**src/rtl/cpu_types_pkg.sv**
```systemverilog
// Shared MIPS core types: machine word, opcode field and fetch-stage state.
// The optional FETCH_HALT_DETECT_EN build of fetch_stage uses HALT from here.
package cpu_types_pkg;

   localparam int WORD_W   = 32;
   localparam int OPCODE_W = 6;

   typedef logic [WORD_W-1:0] word_t;

   typedef enum logic [OPCODE_W-1:0] {
      RTYPE = 6'h00,
      J     = 6'h02,
      JAL   = 6'h03,
      BEQ   = 6'h04,
      BNE   = 6'h05,
      ADDI  = 6'h08,
      ADDIU = 6'h09,
      LW    = 6'h23,
      SW    = 6'h2B,
      HALT  = 6'h3F
   } opcode_t;

   typedef enum logic [1:0] {
      FETCH  = 2'd0,
      HOLD   = 2'd1,
      HALTED = 2'd2
   } fetch_state_t;

   typedef struct packed {
      word_t instr;
      word_t pcplus4;
   } skid_t;

   function automatic opcode_t opcode_of(input word_t w);
      return opcode_t'(w[31:26]);
   endfunction

endpackage

```
**src/rtl/fetch_stage_pc_reg.sv**
```systemverilog
// Program counter register: synchronous active-low reset to PC_INIT,
// loads pc_next only when load is asserted.
module pc_reg
   import cpu_types_pkg::*;
#(
   parameter logic [31:0] PC_INIT = 32'h0000_0000
) (
   input  logic        CLK,
   input  logic        nRST,
   input  logic        load,
   input  logic [31:0] pc_next,
   output logic [31:0] pc
);

   word_t pc_value_reg;

   always_ff @(posedge CLK) begin
      if (!nRST) begin
         pc_value_reg <= PC_INIT;
      end else if (load) begin
         pc_value_reg <= pc_next;
      end
   end

   assign pc = pc_value_reg;

endmodule

```
**src/rtl/fetch_stage.sv**
```systemverilog
// MIPS instruction-fetch stage: PC, icache request, IF/ID register and a
// one-entry skid buffer. Define FETCH_HALT_DETECT_EN to freeze fetch on HALT.
module fetch_stage
   import cpu_types_pkg::*;
#(
   parameter logic [31:0] PC_INIT = 32'h0000_0000
) (
   input  logic        CLK,
   input  logic        nRST,
   input  logic        ihit,
   input  logic [31:0] iload,
   output logic        imemREN,
   output logic [31:0] imemaddr,
   input  logic        stall_d,
   input  logic        flush_d,
   input  logic        redirect,
   input  logic [31:0] redirect_pc,
   output logic [31:0] instr_d,
   output logic [31:0] pcplus4_d,
   output logic        valid_d,
   output logic        halt_f
);

   fetch_state_t state_reg, state_next;
   word_t        instr_reg, instr_next;
   word_t        pcplus4_reg, pcplus4_next;
   logic         valid_reg, valid_next;
   skid_t        skid_reg, skid_next;

   word_t        pc;
   word_t        pc_plus4;
   word_t        pc_next;
   logic         pc_load;

   pc_reg #(
      .PC_INIT (PC_INIT)
   ) u_pc_reg (
      .CLK     (CLK),
      .nRST    (nRST),
      .load    (pc_load),
      .pc_next (pc_next),
      .pc      (pc)
   );

   assign pc_plus4 = pc + 32'd4;

   always_comb begin
      state_next   = state_reg;
      instr_next   = instr_reg;
      pcplus4_next = pcplus4_reg;
      valid_next   = valid_reg;
      skid_next    = skid_reg;
      pc_load      = 1'b0;
      pc_next      = pc_plus4;

      if (redirect) begin
         // Any word fetched this cycle is wrong-path; it is treated like a miss.
         pc_load    = 1'b1;
         pc_next    = redirect_pc;
         state_next = FETCH;
         skid_next  = '0;
         if (flush_d) begin
            instr_next   = '0;
            pcplus4_next = '0;
            valid_next   = 1'b0;
         end else if (!stall_d) begin
            instr_next = '0;
            valid_next = 1'b0;
         end
      end else if (flush_d) begin
         if (state_reg != HALTED) begin
            instr_next   = '0;
            pcplus4_next = '0;
            valid_next   = 1'b0;
            skid_next    = '0;
            state_next   = FETCH;
         end
      end else if (stall_d) begin
         if (state_reg == FETCH && ihit) begin
            skid_next  = '{instr: iload, pcplus4: pc_plus4};
            state_next = HOLD;
         end
      end else begin
         case (state_reg)
            FETCH: begin
               if (ihit) begin
                  instr_next   = iload;
                  pcplus4_next = pc_plus4;
                  valid_next   = 1'b1;
                  pc_load      = 1'b1;
               end else begin
                  instr_next = '0;
                  valid_next = 1'b0;
               end
            end
            HOLD: begin
               // PC was held at the skid word's address, so PC+4 matches skid.
               instr_next   = skid_reg.instr;
               pcplus4_next = skid_reg.pcplus4;
               valid_next   = 1'b1;
               pc_load      = 1'b1;
               skid_next    = '0;
               state_next   = FETCH;
            end
            default: begin
            end
         endcase
      end

`ifdef FETCH_HALT_DETECT_EN
      if (!redirect && !flush_d && !stall_d &&
          ((state_reg == FETCH && ihit) || state_reg == HOLD) &&
          opcode_of(instr_next) == HALT) begin
         state_next = HALTED;
      end
`endif
   end

   always_ff @(posedge CLK) begin
      if (!nRST) begin
         state_reg   <= FETCH;
         instr_reg   <= '0;
         pcplus4_reg <= '0;
         valid_reg   <= 1'b0;
         skid_reg    <= '0;
      end else begin
         state_reg   <= state_next;
         instr_reg   <= instr_next;
         pcplus4_reg <= pcplus4_next;
         valid_reg   <= valid_next;
         skid_reg    <= skid_next;
      end
   end

`ifdef FETCH_HALT_DETECT_EN
   logic halt_reg;

   always_ff @(posedge CLK) begin
      if (!nRST) begin
         halt_reg <= 1'b0;
      end else begin
         halt_reg <= (state_next == HALTED);
      end
   end

   assign halt_f = halt_reg;
`else
   assign halt_f = 1'b0;
`endif

   assign imemREN   = nRST && (state_reg == FETCH);
   assign imemaddr  = pc;
   assign instr_d   = instr_reg;
   assign pcplus4_d = pcplus4_reg;
   assign valid_d   = valid_reg;

endmodule

```
**config.mk**
```make
export PLATFORM = sky130hd
export DESIGN_NAME = fetch_stage
export DESIGN_NICKNAME = d
export VERILOG_FILES = /design/src/rtl/cpu_types_pkg.sv /design/src/rtl/fetch_stage_pc_reg.sv /design/src/rtl/fetch_stage.sv
export SDC_FILE = /design/constraint.sdc
export NUM_CORES = 1
export LEC_CHECK = 0
export ABC_AREA = 1
export CAP_MARGIN = 10
export CORE_ASPECT_RATIO = 0.7
export CORE_MARGIN = 2
export CORE_UTILIZATION = 35
export DETAILED_ROUTE_END_ITERATION = 8
export HOLD_SLACK_MARGIN = 0.02
export PLACE_DENSITY_LB_ADDON = 0.12
export SKIP_LAST_GASP = 1
export SLEW_MARGIN = 10
export SYNTH_ARGS = -nofsm -noshare
export SYNTH_HDL_FRONTEND = slang
export SYNTH_SLANG_ARGS = --single-unit
```
**constraint.sdc**
```tcl
create_clock -name CLK -period 1.6 [get_ports CLK]
set_input_delay 0.32 -clock CLK [delete_from_list [all_inputs] [get_ports CLK]]
set_output_delay 0.32 -clock CLK [all_outputs]
set_load 0.005 [all_outputs]
```
==> results.json <==
{
  "r2r-start": "u_pc_reg.pc[8]",
  "dp.cells": 1596,
  "antenna_cells": 0,
  "stdcell_area_um2": 11700,
  "crit_type": "reg2reg",
  "status": "complete, but fails checks",
  "yosysSeqAreaShare_pct": 43.7,
  "vias_per_cell": 4.98,
  "critPathMostFrequentCell": "nand2_1",
  "max-cap-violations": 0,
  "n_fill_cell": 2010,
  "grt_pass1_vias": 7386,
  "die_h_um": 126,
  "drc": 0,
  "routed_wl_um": 26400,
  "setup_viol": 29,
  "crit_chain": "buf_4 > nand2_1 > nor2_2 > nand2_4 > nor2_4 > nand2_1 > nand2_1 > nand2_2 > a21oi_2 > nor2_1",
  "cts_buffers": 17,
  "required_ns": 1.92,
  "final_nets": 1433,
  "power.density_nw_per_um2": 830,
  "drive_above_1_share_pct": 25.2,
  "crit_start": "u_pc_reg.pc[8]",
  "critical_path_buf_inv_count": 1,
  "grt_max_degree": 59,
  "syn_to_final_growth_pct": 57.2,
  "htree_levels": 4,
  "largest_reg_flops": 64,
  "cts_tree": "yes",
  "layout.cells.non_filler": 1651,
  "layout.area.seq_um2": 3330,
  "cts.sinks": 162,
  "avgSynthCellArea_um2": 6.71,
  "yosys_warnings": 0,
  "arrival_ns": 2.00,
  "drt_first_pass_iters": 5,
  "via_count": 8215,
  "clk_path_buf_depth": 2,
  "timing.final.crit_share_pct": 105,
  "clk_pin_slew_worst_paths_ns": 0.07,
  "crit_family": "simple AND/OR/NAND/NOR gates",
  "skew_ns": 0.00934,
  "worst_slack_ns": -0.0831,
  "synth_cell_type_count": 26,
  "power_w": 0.00969,
  "start_kind": "register",
  "clk_latency_ns": 0.44,
  "tns_ns": -0.902,
  "routabilityCongestion": 0.928,
  "cp_slowest_stage_delay_ns": 0.34,
  "hold_class": "in2reg",
  "finalCriticalPeriod_ns": 1.68,
  "syn_inst": 1107,
  "cts-hold-fix-buffers": 0,
  "slew_viol_final": 0,
  "rows": 44,
  "coreArea_um2": 20800,
  "leakagePower_nw": 5.19,
  "die-area_um2": 22400,
  "grt_usage_pct": 23.7,
  "worstHoldStart": "redirect_pc[13]",
  "start_util_pct": 35.8,
  "io_buffers": 167,
  "antenna_found_initial": 0,
  "overflow": 0,
  "hpwlAfterDp_um": 18100,
  "synth.cell_area_um2": 7430,
  "synth_seq_cells": 162,
  "ir_worst_vdd_mv": 0.589,
  "cp_max_fo": 6,
  "hold_viol_final": 0,
  "endpoint_kind": "register",
  "root_buffer": "clkbuf_16",
  "multi_input_area_um2": 4300,
  "violations": "setup timing",
  "fmax_ghz": 0.594,
  "crit_slowest_cell": "dfxtp_2",
  "wire_per_inst_um": 16.0,
  "tightest_slew_ns": 0.517,
  "die_w_um": 178,
  "relSlewSlack_pct": 65.5,
  "ioPinCount": 169,
  "grt_first_pass_wirelength_um": 40900,
  "ant_nets": 0,
  "hold_ws_ns": 0.447,
  "drt_iter0_markers": 632,
  "dpl_cell_area_um2": 10200,
  "syn_nets": 1178,
  "rsz0062_at_grt": "yes"
}
[worst min-delay path: cells and delay by family]
kind	cells	cell delay [ns]
buffers and inverters	1	0.39
AO/OA/AOI/OAI	1	0.07
AND/OR/NAND/NOR	1	0.06
[what timing repair did]
action	CTS	global route
buffers inserted	19	4
pin swaps	17	44
endpoints found under the setup margin	148	151
resized for setup	207	123
[final timing paths]
kind / to / slack (ns) / cells past startpoint
setup reg to reg: u_pc_reg.pc[25] / -0.08 / 10
hold reg to reg: pcplus4_d[1] / 0.46 / 2
hold / removal: u_pc_reg.pc[13] / 0.45 / 3
setup / recovery: u_pc_reg.pc[25] / -0.08 / 10
[through the flow]
stage / setup slack [ns] / util [%]
2_1_floorplan: 0.0418 / -
3_3_place_gp: -0.402 / 49.4
3_5_place_dp: -0.406 / 49.4
4_1_cts: -0.0795 / 53.9
5_1_grt: -0.182 / 56.3
6_report: -0.0831 / 56.3
[synthesized netlist by cell type]
master | number | area (um2)
and2_1 | 1 | 6.26
xnor2_1 | 4 | 35.0
nand3_1 | 51 | 255
a22o_1 | 32 | 280
xor2_1 | 5 | 43.8
a21oi_4 | 1 | 16.3
dfxtp_1 | 162 | 3240
nor2_2 | 7 | 43.8
inv_2 | 7 | 26.3
o21ai_1 | 13 | 65.1
a21oi_1 | 147 | 736
buf_4 | 1 | 7.51
a31oi_1 | 15 | 93.8
o21a_1 | 1 | 7.51
nor2_1 | 108 | 405
o21ai_0 | 29 | 145
nor3_1 | 2 | 10.0
conb_1 | 1 | 3.75
nand2_1 | 405 | 1520
inv_1 | 46 | 173
buf_2 | 20 | 100
nor2_4 | 2 | 22.5
nand2_2 | 2 | 12.5
clkinv_1 | 1 | 3.75
clkbuf_1 | 43 | 161
ha_1 | 1 | 12.5
[cell usage in the layout (no fill, tap or decap), drive strengths merged, types with 17 or more instances in the layout]
cell / instances
a21oi: 148
a22o: 32
buf: 133
clkbuf: 17
clkdlybuf4s50: 69
dfxtp: 162
dlygate4sd2: 82
inv: 59
nand2: 407
nand3: 51
nor2: 117
o21ai: 42
[cell type report]
| class | count | share of cell area, % |
|---|---|---|
| Multi-Input combinational cell | 827 | 36.8 |
| Sequential cell | 162 | 28.5 |
| Timing Repair Buffer | 300 | 24.8 |
| Clock buffer | 17 | 3.64 |
| Tap cell | 276 | 2.96 |
| Inverter | 54 | 1.76 |
| Clock inverter | 15 | 1.49 |
[kinds of logic (layout without fill, tap and decap cells)]
kind of cell / count (synthesis) / count (layout) / share of synthesized area, %
AO/OA/AOI/OAI: 238 / 238 / 18.1
XOR/XNOR: 9 / 9 / 1.06
adder cells (fa/ha/maj): 1 / 1 / 0.168
buffers and inverters: 118 / 386 / 6.35
flip-flops: 162 / 162 / 43.7
other: 1 / 1 / 0.0505
AND/OR/NAND/NOR: 578 / 578 / 30.6
[metal layers]
metal / part of all wire (%) / track usage, %
met2: 39 / 31.0
met4: 1.5 / 6.27
met1: 52 / 37.3
met3: 7.0 / 6.07
met5: 0 / 0
[power by group]
| part | switching (W) | total, W | internal [W] |
|---|---|---|---|
| Sequential | 0.0000638 | 0.00418 | 0.00411 |
| Clock | 0.00188 | 0.00423 | 0.00235 |
| Combinational | 0.000672 | 0.00128 | 0.000609 |
| Total | 0.00262 | 0.00969 | 0.00707 |
Power figures use the tool's default switching activity.
